--- src/rtl/hazard_pkg.sv ---
// hazard_pkg: shared encodings for the hazard/stall controller and its memory-wait FSM
package hazard_pkg;
  typedef enum logic [1:0] {
    M_IDLE = 2'b00,
    M_WAIT = 2'b01,
    M_ERR  = 2'b10
  } mem_state_e;
  localparam logic [4:0]  REG_ZERO  = 5'd0;
  localparam logic [31:0] NOP_INSTR = 32'h0000_0000;
endpackage

--- src/rtl/mem_wait_fsm.sv ---
// mem_wait_fsm: data-memory handshake tracker; freezes the pipeline while an access is outstanding, flags timeouts
module mem_wait_fsm
  import hazard_pkg::*;
#(
  parameter int MEM_TIMEOUT = 15
) (
  input  logic clk,
  input  logic reset,
  input  logic mem_req,
  input  logic mem_ack,
  input  logic err_clr,
  output logic freeze,
  output logic mem_busy,
  output logic mem_timeout_err
);
  localparam int CW = $clog2(MEM_TIMEOUT + 1);
  mem_state_e state_q, state_d;
  logic [CW-1:0] cnt_q, cnt_d;
  always_comb begin
    state_d = state_q;
    cnt_d = cnt_q;
    case (state_q)
      M_IDLE: if (mem_req && !mem_ack) begin
        state_d = M_WAIT;
        cnt_d = CW'(1);
      end
      M_WAIT: if (mem_ack) begin
        state_d = M_IDLE;
        cnt_d = '0;
      end else if (cnt_q == CW'(MEM_TIMEOUT)) state_d = M_ERR;
      else cnt_d = cnt_q + CW'(1);
      M_ERR: if (err_clr) begin
        state_d = M_IDLE;
        cnt_d = '0;
      end
      default: begin
        state_d = M_IDLE;
        cnt_d = '0;
      end
    endcase
  end
  always_ff @(posedge clk or posedge reset)
    if (reset) begin
      state_q <= M_IDLE;
      cnt_q <= '0;
    end else begin
      state_q <= state_d;
      cnt_q <= cnt_d;
    end
  // an ack in the waiting cycle completes the access, so that cycle runs normally
  assign freeze = (state_q == M_ERR) ||
                  (((state_q == M_WAIT) || ((state_q == M_IDLE) && mem_req)) && !mem_ack);
  assign mem_busy = (state_q == M_WAIT);
  assign mem_timeout_err = (state_q == M_ERR);
endmodule

--- src/rtl/hazard_stall_ctrl.sv ---
// hazard_stall_ctrl: per-cycle advance/hold/squash control for the 5-stage pipeline.
// Define HAZARD_PERF_EN to add saturating stall_cycles/flush_count counters.
module hazard_stall_ctrl
  import hazard_pkg::*;
#(
  parameter int REG_AW = 5,
  parameter int MEM_TIMEOUT = 15
`ifdef HAZARD_PERF_EN
  , parameter int CNT_W = 16
`endif
) (
  input  logic              clk,
  input  logic              reset,
  input  logic              id_valid,
  input  logic [REG_AW-1:0] id_rs,
  input  logic [REG_AW-1:0] id_rt,
  input  logic              id_rs_used,
  input  logic              id_rt_used,
  input  logic              id_is_load,
  input  logic [REG_AW-1:0] id_rd,
  input  logic              ex_branch_taken,
  input  logic              ex_jump,
  input  logic              mem_req,
  input  logic              mem_ack,
  input  logic              err_clr,
  output logic              pc_en,
  output logic              if_id_en,
  output logic              if_id_flush,
  output logic              id_ex_bubble,
  output logic              ex_mem_en,
  output logic              mem_busy,
  output logic              mem_timeout_err
`ifdef HAZARD_PERF_EN
  , output logic [CNT_W-1:0] stall_cycles,
  output logic [CNT_W-1:0]   flush_count
`endif
);
  logic freeze, flush_req, lu_hit;
  logic ex_ld_v_q, ex_ld_v_d;
  logic [REG_AW-1:0] ex_ld_rd_q, ex_ld_rd_d;
  mem_wait_fsm #(.MEM_TIMEOUT(MEM_TIMEOUT)) u_mem (
    .clk(clk),
    .reset(reset),
    .mem_req(mem_req),
    .mem_ack(mem_ack),
    .err_clr(err_clr),
    .freeze(freeze),
    .mem_busy(mem_busy),
    .mem_timeout_err(mem_timeout_err)
  );
  assign flush_req = ex_branch_taken || ex_jump;
  assign lu_hit = ex_ld_v_q && (ex_ld_rd_q != REG_AW'(REG_ZERO)) &&
                  ((id_rs_used && id_rs == ex_ld_rd_q) || (id_rt_used && id_rt == ex_ld_rd_q));
  always_comb begin
    pc_en = !reset && !freeze && (flush_req || !lu_hit);
    if_id_en = pc_en;
    ex_mem_en = !reset && !freeze;
    if_id_flush = ex_mem_en && flush_req;
    id_ex_bubble = reset || (!freeze && (flush_req || lu_hit));
    ex_ld_v_d = freeze ? ex_ld_v_q : id_ex_bubble ? 1'b0 : id_valid && id_is_load;
    ex_ld_rd_d = (freeze || id_ex_bubble) ? ex_ld_rd_q : id_rd;
  end
  always_ff @(posedge clk or posedge reset)
    if (reset) begin
      ex_ld_v_q <= 1'b0;
      ex_ld_rd_q <= '0;
    end else begin
      ex_ld_v_q <= ex_ld_v_d;
      ex_ld_rd_q <= ex_ld_rd_d;
    end
`ifdef HAZARD_PERF_EN
  logic [CNT_W-1:0] stall_q, flush_q;
  logic stall_inc, flush_inc;
  assign stall_inc = freeze || (lu_hit && !flush_req);
  assign flush_inc = !freeze && flush_req;
  always_ff @(posedge clk or posedge reset)
    if (reset) begin
      stall_q <= '0;
      flush_q <= '0;
    end else begin
      stall_q <= (stall_inc && stall_q != '1) ? stall_q + CNT_W'(1) : stall_q;
      flush_q <= (flush_inc && flush_q != '1) ? flush_q + CNT_W'(1) : flush_q;
    end
  assign stall_cycles = stall_q;
  assign flush_count = flush_q;
`endif
endmodule

--- config.mk ---
export PLATFORM = sky130hd
export DESIGN_NAME = hazard_stall_ctrl
export DESIGN_NICKNAME = d
export VERILOG_FILES = /design/src/rtl/hazard_pkg.sv /design/src/rtl/mem_wait_fsm.sv /design/src/rtl/hazard_stall_ctrl.sv
export SDC_FILE = /design/constraint.sdc
export NUM_CORES = 1
export LEC_CHECK = 0
export ABC_AREA = 1
export CAP_MARGIN = 20
export CELL_PAD_IN_SITES_DETAIL_PLACEMENT = 1
export CELL_PAD_IN_SITES_GLOBAL_PLACEMENT = 1
export CORE_ASPECT_RATIO = 1.4
export CORE_MARGIN = 2
export CORE_UTILIZATION = 33
export CTS_BUF_LIST = sky130_fd_sc_hd__clkbuf_8
export CTS_CLUSTER_SIZE = 30
export DETAILED_ROUTE_END_ITERATION = 16
export PLACE_DENSITY_LB_ADDON = 0.1
export SYNTH_ARGS = -nofsm -noshare
export SYNTH_HDL_FRONTEND = slang
export SYNTH_SLANG_ARGS = --single-unit
--- constraint.sdc ---
create_clock -name clk -period 2.48 [get_ports clk]
set_clock_uncertainty 0.2 [all_clocks]
set_input_delay 0.496 -clock clk [delete_from_list [all_inputs] [get_ports clk]]
set_output_delay 0.496 -clock clk [all_outputs]
set_load 0.02 [all_outputs]
# Word-level counts from Yosys, hierarchy flattened
# Index checks and enable logic that the tools add are counted.
# op_classes
addsub	1
reduce_logical	28
eq_ne	9
muxes	11
# ops
cell	n
4-bit two-way mux	4
1-bit logical AND	12
4-bit one-hot mux with 3 select lines	1
5-bit == test	2
1-bit logical OR	8
2-bit two-way mux	4
2-bit one-hot mux with 3 select lines	1
3-bit AND reduction	2
5-bit nonzero test	1
4-bit by 1-bit adder with 4-bit output (second input constant)	1
4-bit == test (second input constant)	1
1-bit zero test	4
3-bit by 2-bit != test with 1-bit output (second input constant)	1
3-bit != test (second input constant)	1
2-bit by 1-bit == test with 1-bit output (second input constant)	1
2-bit == test (second input constant)	1
2-bit zero test	1
2-bit by 1-bit != test with 1-bit output (second input constant)	1
2-bit != test (second input constant)	1
1-bit two-way mux	1
# word_totals
in_bits	26
wordCells	53
regBits	12
out_inout_bits	7

# Longest topological paths before layout
# Gate-level depths: netlist of run 1.
# logic_depth
word_depth	9
mapped_depth	10

# Modules after synthesis
# From an unflattened synthesis of run 1, not the netlist that was laid out.
# unflattened
cells_unflattened	148
area_unflattened_um2	904.6
# modules_own_cells
module	area_each_um2	seq_area_each_um2	cells_per_inst	n_inst
hazard_stall_ctrl	541.8	150.1	94	1
mem_wait_fsm	362.8	150.1	54	1

# Least setup slack after synthesis of run 1
# OpenSTA, ideal clock, no wires.
# synth_timing
kind	input -> output
startpoint	in mem_ack
endpoint	out pc_en
cell_stages	8
setup_slack_ns	0.269
t_arrival_ns	1.515
t_required_ns	1.784
n_path_buf	1
path_cell_list	inv_2 > nand2_1 > nand2_2 > nand2_2 > inv_2 > nor3_2 > a21o_1 > buf_4
# synth_via
elab_chain_cells	6
# synth_lines
item	line	source
from (decl)	hazard_stall_ctrl.sv:24	input logic mem_ack,
1-bit zero test	mem_wait_fsm.sv:52	(((state_q == M_WAIT) || ((state_q == M_IDLE) && mem_req)) && !mem_ack);
1-bit logical AND	mem_wait_fsm.sv:52	
1-bit logical OR	mem_wait_fsm.sv:51	assign freeze = (state_q == M_ERR) ||
1-bit zero test	hazard_stall_ctrl.sv:55	pc_en = !reset && !freeze && (flush_req || !lu_hit);
1-bit logical AND (2 in a row)	hazard_stall_ctrl.sv:55	
to (decl)	hazard_stall_ctrl.sv:26	output logic pc_en,
# Every way passes these cells.

# Worst setup path in the final report of run 1
# layout_timing
startpoint	in id_rt_used
endpoint	out if_id_en
# layout_via
elab_chain_cells	6
# layout_lines
item	line	source
from (decl)	hazard_stall_ctrl.sv:18	input logic id_rt_used,
1-bit logical AND	hazard_stall_ctrl.sv:53	((id_rs_used && id_rs == ex_ld_rd_q) || (id_rt_used && id_rt == ex_ld_rd_q));
1-bit logical OR	hazard_stall_ctrl.sv:53	
1-bit logical AND	hazard_stall_ctrl.sv:52	assign lu_hit = ex_ld_v_q && (ex_ld_rd_q != REG_AW'(REG_ZERO)) &&
1-bit zero test	hazard_stall_ctrl.sv:55	
1-bit logical OR	hazard_stall_ctrl.sv:55	
1-bit logical AND	hazard_stall_ctrl.sv:55	
to (decl)	hazard_stall_ctrl.sv:27	output logic if_id_en,
# Every way passes these cells.

==> results of run 1 <==
[critical path, cell delays in order]
cell and delay, ns:
clkdlybuf4s50_1 0.46, nand2_1 0.05, nor2_1 0.09, nand3_1 0.10
nand2_2 0.09, nand2_4 0.06, a21o_1 0.19, buf_6 0.14
[state kept, by name, indices dropped and copies added (netlist names)]
name	flops
ex_ld_rd_q	5
ex_ld_v_q	1
u_mem.cnt_q	4
u_mem.state_q	2
[power by group through the flow]
stage	Sequential (uW)	Combinational, uW	Clock [uW]
floorplan	320	380	0
global placement	334	588	0
finish	338	628	223
detailed placement	339	610	0
CTS	338	633	232
global route	347	703	241
[area by class of cell]
cell class / count / area, um^2
Fill cell: 350 / 1210
Multi-Input combinational cell: 100 / 533.0
Timing Repair Buffer: 42 / 399.1
Sequential cell: 12 / 300.3
Inverter: 26 / 100.1
Clock buffer: 4 / 55.05
Tap cell: 36 / 45.04
[Yosys cell counts (all sizes together)]
cell / number / area share
nand2: 54 / 0.24
inv: 26 / 0.11
nor2: 17 / 0.11
dfrtp: 12 / 0.33
nand4: 7 / 0.048
a21oi: 5 / 0.027
nand3: 5 / 0.041
nor3: 4 / 0.033
o21ai: 4 / 0.022
a21o: 1 / 0.0082
a31oi: 1 / 0.0068
and3: 1 / 0.0068
buf: 1 / 0.0082
ha: 1 / 0.014
[cells by family (layout without fill, tap and decap cells)]
kind of cell | after synthesis | in the layout
DFF | 12 | 12
adders and majority gates | 1 | 1
and+or+nand+nor | 88 | 88
buffers and inverters | 27 | 72
AOI/OAI and AO/OA | 11 | 11
[per-stage QoR]
stage | cell area, um^2 | utilization
6_report | 1433 | 0.5421
5_1_grt | 1433 | 0.5421
4_1_cts | 1414 | 0.5350
3_5_place_dp | 1348 | 0.5099
3_3_place_gp | 1348 | 0.5099
2_1_floorplan | 914.6 | -
[path summary, 6_finish.rpt]
path | start | end | slack (ns)
setup / recovery | id_rt_used | if_id_en | 0.11
setup reg to reg | u_mem.cnt_q[0]$_DFFE_PP0P_ | u_mem.cnt_q[3]$_DFFE_PP0P_ | 0.79
min in group asynchronous | reset | u_mem.cnt_q[3]$_DFFE_PP0P_ | 0.63
max in group asynchronous | reset | ex_ld_rd_q[3]$_DFFE_PP0N_ | 1.29
hold / removal | ex_ld_v_q$_DFFE_PP0N_ | ex_ld_v_q$_DFFE_PP0N_ | 0.29
hold reg to reg | ex_ld_v_q$_DFFE_PP0N_ | ex_ld_v_q$_DFFE_PP0N_ | 0.29
[per-layer routing]
layer  track usage  vias up  share of wire
met5             0        -              0
met4        0.1071        0          0.023
met3       0.03394        4          0.034
met2        0.4132       16           0.59
met1        0.1771      485           0.35
li1              -      525              -
[repair_timing]
action	CTS	global route
gates resized for setup	36	7
hold buffers	0	0
endpoints found under the hold margin	0	0
pin swaps	9	6
setup endpoints to repair	5	5
==> results.py, run 1 <==
metrics = {
    "grt": {
        "grt_start_max_net_pins": 13,
        "antenna_found_initial": 0,
        "grt_pass1_vias": 1100,
        "grt_pass1_wl_um": 4726,
        "overflow": 0,
        "grt_usage": 0.1982,
    },
    "place": {
        "dp_hpwl_um": 2230,
        "post-place-cells": 216,
        "gp_congestion": 0.7996,
        "dp_slack_ns": -0.5125,
        "io_buffers": 32,
    },
    "worst_hold_path": {
        "hp-class": "register to register",
        "hold-path-cell-count": 2,
    },
    "timing": {
        "fin_hold_ws_ns": 0.2920,
        "timing.fmax_ghz": 0.4212,
        "tightest_slew_ns": 0.2703,
        "relSlewSlack": 0.8184,
        "fin_crit_ns": 2.374,
        "fin_ws_ns": 0.1060,
        "grt_setup_unrepaired": "false",
        "finalCritPeriodShare": 0.9573,
        "final_hold_viol_count": 0,
        "timing.final.max_slew_violations": 0,
        "final-setup-viol-count": 0,
        "fin_setup_tns_ns": 0,
    },
    "pwr": {
        "netSwitchingFraction": 0.4325,
        "ir_worst_vdd_mv": 0.4189,
        "leakage_uw": 0.0007992,
        "power.internal_uw": 674.7,
        "p_switching_uw": 514.2,
        "power_uw": 1189,
        "combPwrFrac": 0.528,
        "clkPwrFrac": 0.188,
        "seqPwrFrac": 0.284,
        "power_density_nw_per_um2": 829.9,
    },
    "finish": {
        "syn_to_final_growth_pct": 56.63,
        "final_cell_mix": "nand2_1 (46), inv_1 (21), clkdlybuf4s50_1 (16)",
        "fin_cells": 220,
        "final_common_cell": "nand2_1",
        "drive_gt1_frac": 0.2391,
        "layout.nets": 212,
        "diodes": 0,
    },
    "synth": {
        "ys_ff_latch": 12,
        "avgSynthCellArea_um2": 6.580,
        "postSynthCellCount": 139,
        "yosysWarningCount": 0,
        "synth_nets": 166,
        "synth_top_family_by_area": "simple AND/OR/NAND/NOR gates",
        "yosysUniqueCellTypes": 22,
        "synth.cell_area_um2": 914.6,
        "synthSimpleGateAreaFrac": 0.4788,
        "synth_compound_area_frac": 0.06430,
        "ys_seq_area_frac": 0.3283,
        "synth_xor_area_frac": 0,
        "synthAdderAreaFrac": 0.01368,
        "synth_mux_area_frac": 0,
    },
    "setup_path": {
        "cp-end-kind": "primary output",
        "cp-start-kind": "input port",
        "crit_arrival_ns": 1.68,
        "reg2reg_depth": 6,
        "required_ns": 1.78,
        "crit_type": "input port to primary output",
        "crit_fanout": 4,
    },
    "clock_tree": {
        "tritoncts": "built",
        "ctsLongestPathBuffers": 2,
        "clk_pin_slew_worst_paths_ns": 0.06,
        "clock-sinks": 12,
        "cts_root_buf": "clkbuf_8",
        "htreeDepth": 1,
        "clock_latency_ns": 0.25,
        "cts-buffers-inserted": 3,
        "post_cts_buffers": 0,
    },
    "drt": {
        "dr_total_vias": 1030,
        "viasPerCell": 4.682,
        "antenna_left": 0,
        "avgRoutedWirePerCell_um": 12.47,
        "drc_errors": 0,
        "wl_um": 2744,
        "drt_iter0_markers": 7,
        "first_pass_iters": 4,
    },
    "floorplan": {
        "fp.dieW_um": 48.50,
        "core-area_um2": 2643,
        "start_util": 0.3461,
        "die_y_um": 66.29,
        "die-area_um2": 3215,
        "pin_count": 33,
        "rows": 22,
    },
    "job": {
        "maxCapViolCount": 0,
    },
    "outcome": {
        "outcome": "finished, final reports clean",
    },
}
No activity file was read; power rests on OpenSTA's default activity.
==> inputs of run 2 (changes only) <==
- ABC_AREA: 1 -> not set
- CELL_PAD_IN_SITES_DETAIL_PLACEMENT: 1 -> not set
- CELL_PAD_IN_SITES_GLOBAL_PLACEMENT: 1 -> not set
- CORE_ASPECT_RATIO: 1.4 -> not set
- CORE_UTILIZATION: 33 -> 46
- PLACE_DENSITY: not set -> 0.86
- PLACE_DENSITY_LB_ADDON: 0.1 -> not set
==> results.py, run 2 <==
metrics = {
    "timing": {
        "relSlewSlack": 0.7890,
        "final_hold_viol_count": 0,
        "tightest_slew_ns": 0.3141,
        "timing.final.max_slew_violations": 0,
        "fin_ws_ns": -0.02479,
        "grt_setup_unrepaired": "true",
        "final-setup-viol-count": 3,
        "timing.fmax_ghz": 0.3992,
        "finalCritPeriodShare": 1.010,
        "fin_crit_ns": 2.505,
    },
    "finish": {
        "top_register": "ex_ld_rd_q",
        "final_common_cell": "clkdlybuf4s50_1",
        "fill_cells": 98,
        "syn_to_final_growth_pct": 63.64,
        "diodes": 0,
        "largest_reg_flops": 5,
        "top_regs": "ex_ld_rd_q: 5 flops, u_mem.cnt_q: 4 flops, u_mem.state_q: 2 flops",
        "finalInstanceArea_um2": 1239,
        "layout.nets": 156,
        "fin_cells": 144,
        "final_cell_mix": "clkdlybuf4s50_1 (17), buf_4 (16), dfrtp_1 (12)",
        "drive_gt1_frac": 0.2813,
    },
    "clock_tree": {
        "cts-buffers-inserted": 3,
        "ctsLongestPathBuffers": 2,
        "cts_root_buf": "clkbuf_8",
        "clk_pin_slew_worst_paths_ns": 0.05,
        "tritoncts": "built",
        "htreeDepth": 1,
        "clock-sinks": 12,
        "postCtsHoldBufs": 0,
        "clock_latency_ns": 0.24,
    },
    "drt": {
        "drc_errors": 0,
        "drt_iter0_markers": 8,
        "antenna_left": 0,
        "wl_um": 2092,
        "viasPerCell": 5.340,
        "avgRoutedWirePerCell_um": 14.53,
        "dr_total_vias": 769,
        "first_pass_iters": 6,
    },
    "setup_path": {
        "crit_type": "register to primary output",
        "crit_arrival_ns": 1.81,
        "cp-start-kind": "register",
        "reg2reg_depth": 8,
        "required_ns": 1.78,
        "cp-end-kind": "primary output",
        "crit_fanout": 4,
    },
    "place": {
        "placed_area_um2": 1169,
        "gp_congestion": 0.7420,
        "post-place-cells": 137,
        "io_buffers": 32,
        "dp_hpwl_um": 1619,
    },
    "pwr": {
        "power_density_nw_per_um2": 537.3,
        "seqPwrFrac": 0.391,
        "leakage_uw": 0.0005612,
        "power.internal_uw": 474.2,
        "clkPwrFrac": 0.316,
        "netSwitchingFraction": 0.2875,
        "p_switching_uw": 191.3,
        "ir_worst_vdd_mv": 0.4280,
        "combPwrFrac": 0.293,
    },
    "synth": {
        "yosysTopAreaCell": "dfrtp_1",
        "yosys-top-cells-area": "dfrtp_1 (40%), xor2_1 (9.3%), mux2_2 (7.4%), nand2_1 (4.5%), o21ai_0 (4.0%)",
        "async_flop_share": 1.000,
        "synth_top_area_share": 0.3967,
        "avgSynthCellArea_um2": 9.462,
        "yosysUniqueCellTypes": 30,
        "synth-edff-count": 0,
        "yosysMostFrequentCell": "dfrtp_1",
        "synth_nets": 107,
        "yosys-top-cells-count": "dfrtp_1 (12), nand2_1 (9), xor2_1 (8), o21ai_0 (6)",
        "ys_ff_latch": 12,
        "synth.cell_area_um2": 757.0,
        "yosysWarningCount": 0,
        "postSynthCellCount": 80,
        "ys_seq_area_frac": 0.3967,
        "yosys_most_used_dff": "dfrtp_1",
    },
    "outcome": {
        "outcome": "complete, but fails checks",
        "violations": "setup timing",
    },
    "grt": {
        "grt_pass1_vias": 780,
        "grt_pass1_wl_um": 3346,
        "grt_start_max_net_pins": 14,
        "grt_usage": 0.2330,
        "overflow": 0,
        "antenna_found_initial": 0,
    },
    "floorplan": {
        "rows": 14,
        "start_util": 0.4967,
        "die-area_um2": 1986,
        "die_y_um": 44.57,
        "pin_count": 33,
        "fp.dieW_um": 44.57,
        "core-area_um2": 1524,
    },
    "worst_hold_path": {
        "hp-class": "register to register",
        "hold-path-cell-count": 2,
    },
    "job": {
        "maxCapViolCount": 0,
    },
}
-- run 2: cell count changes after synthesis, moves of 4 or more --
cell | before | now
nor2_2 | 5 | 0
nand2_2 | 4 | 0
mux2_2 | 0 | 5
nor2_1 | 10 | 5
inv_2 | 5 | 0
xor2_1 | 0 | 8
o21ai_1 | 4 | 0
o21ai_0 | 0 | 6
nand2_1 | 49 | 9
inv_1 | 21 | 3
nand4_1 | 7 | 0
-- run 2: logic make-up (layout without fill, tap and decap cells) --
logic type / Yosys count / count (layout) / synth area share
xor+xnor: 10 / 10 / 0.1157
simple gates: 27 / 27 / 0.1752
flops: 12 / 12 / 0.3967
fa+ha+maj: 1 / 1 / 0.01653
compound gates: 21 / 21 / 0.1967
buf+inv: 4 / 52 / 0.02480
mux: 5 / 5 / 0.07437
-- run 2: critical path, stage by stage, from the launching register on --
cell,delay (ns)
dfrtp_1,0.41
or4_1,0.56
o21ai_2,0.19
nor2_2,0.08
a21oi_2,0.16
buf_4,0.16
-- run 2: layer usage --
layer | share of wire | vias to the layer above | track usage
met4 | 0.0067 | 0 | 0.05455
met1 | 0.43 | 355 | 0.2746
met2 | 0.51 | 26 | 0.4232
li1 | - | 386 | -
met3 | 0.062 | 2 | 0.05306
met5 | 0 | - | 0
-- run 2: repair_timing --
item | 4_1_cts | 5_1_grt
gates resized for setup | 44 | 2
buffers inserted | 2 | 1
endpoints found under the setup margin | 5 | 5
pin swaps | 10 | 1
cloned | 0 | 0
-- run 2: power groups by stage --
stage / Sequential (uW) / Clock, uW / Combinational [uW]
2_1_floorplan: 254 / 0 / 99.6
3_3_place_gp: 260 / 0 / 180
3_5_place_dp: 263 / 0 / 187
4_1_cts: 259 / 213 / 194
5_1_grt: 264 / 218 / 213
6_report: 260 / 210 / 195
-- run 2: final timing paths --
kind	startpoint	to	slack, ns
worst max-delay path	ex_ld_rd_q[2]$_DFFE_PP0N_	pc_en	-0.02
worst min-delay path	u_mem.cnt_q[0]$_DFFE_PP0P_	u_mem.cnt_q[0]$_DFFE_PP0P_	0.36
worst max register to register	u_mem.state_q[1]$_DFFE_PP0P_	ex_ld_rd_q[0]$_DFFE_PP0N_	0.31
worst min register to register	u_mem.cnt_q[0]$_DFFE_PP0P_	u_mem.cnt_q[0]$_DFFE_PP0P_	0.36
max in group asynchronous	reset	ex_ld_rd_q[4]$_DFFE_PP0N_	1.54
min in group asynchronous	reset	u_mem.cnt_q[0]$_DFFE_PP0P_	0.38
-- run 2: final cells by class --
class                      count  area [um^2]  share of cell area
tap                           16        20.02             0.01616
multi-input combinational     64        464.2              0.3747
inverter                       3        11.26            0.009091
timing repair buffer          45        387.9              0.3131
clock buffer                   4        55.05             0.04444
sequential                    12        300.3              0.2424
-- run 2: per-stage QoR --
step	worst slack (ns)	util	TNS, ns	hold WS, ns	power [uW]
floorplan	0.008794	-	0	0.1745	353.9
global placement	-0.7598	0.7668	-2.856	0.3005	440.0
detailed placement	-0.7780	0.7668	-3.183	0.3464	450.1
CTS	-0.02595	0.8161	-0.06418	0.3586	666.8
global route	-0.09310	0.8128	-0.2426	0.3719	695.6
finish	-0.02479	0.8128	-0.06294	0.3631	665.6
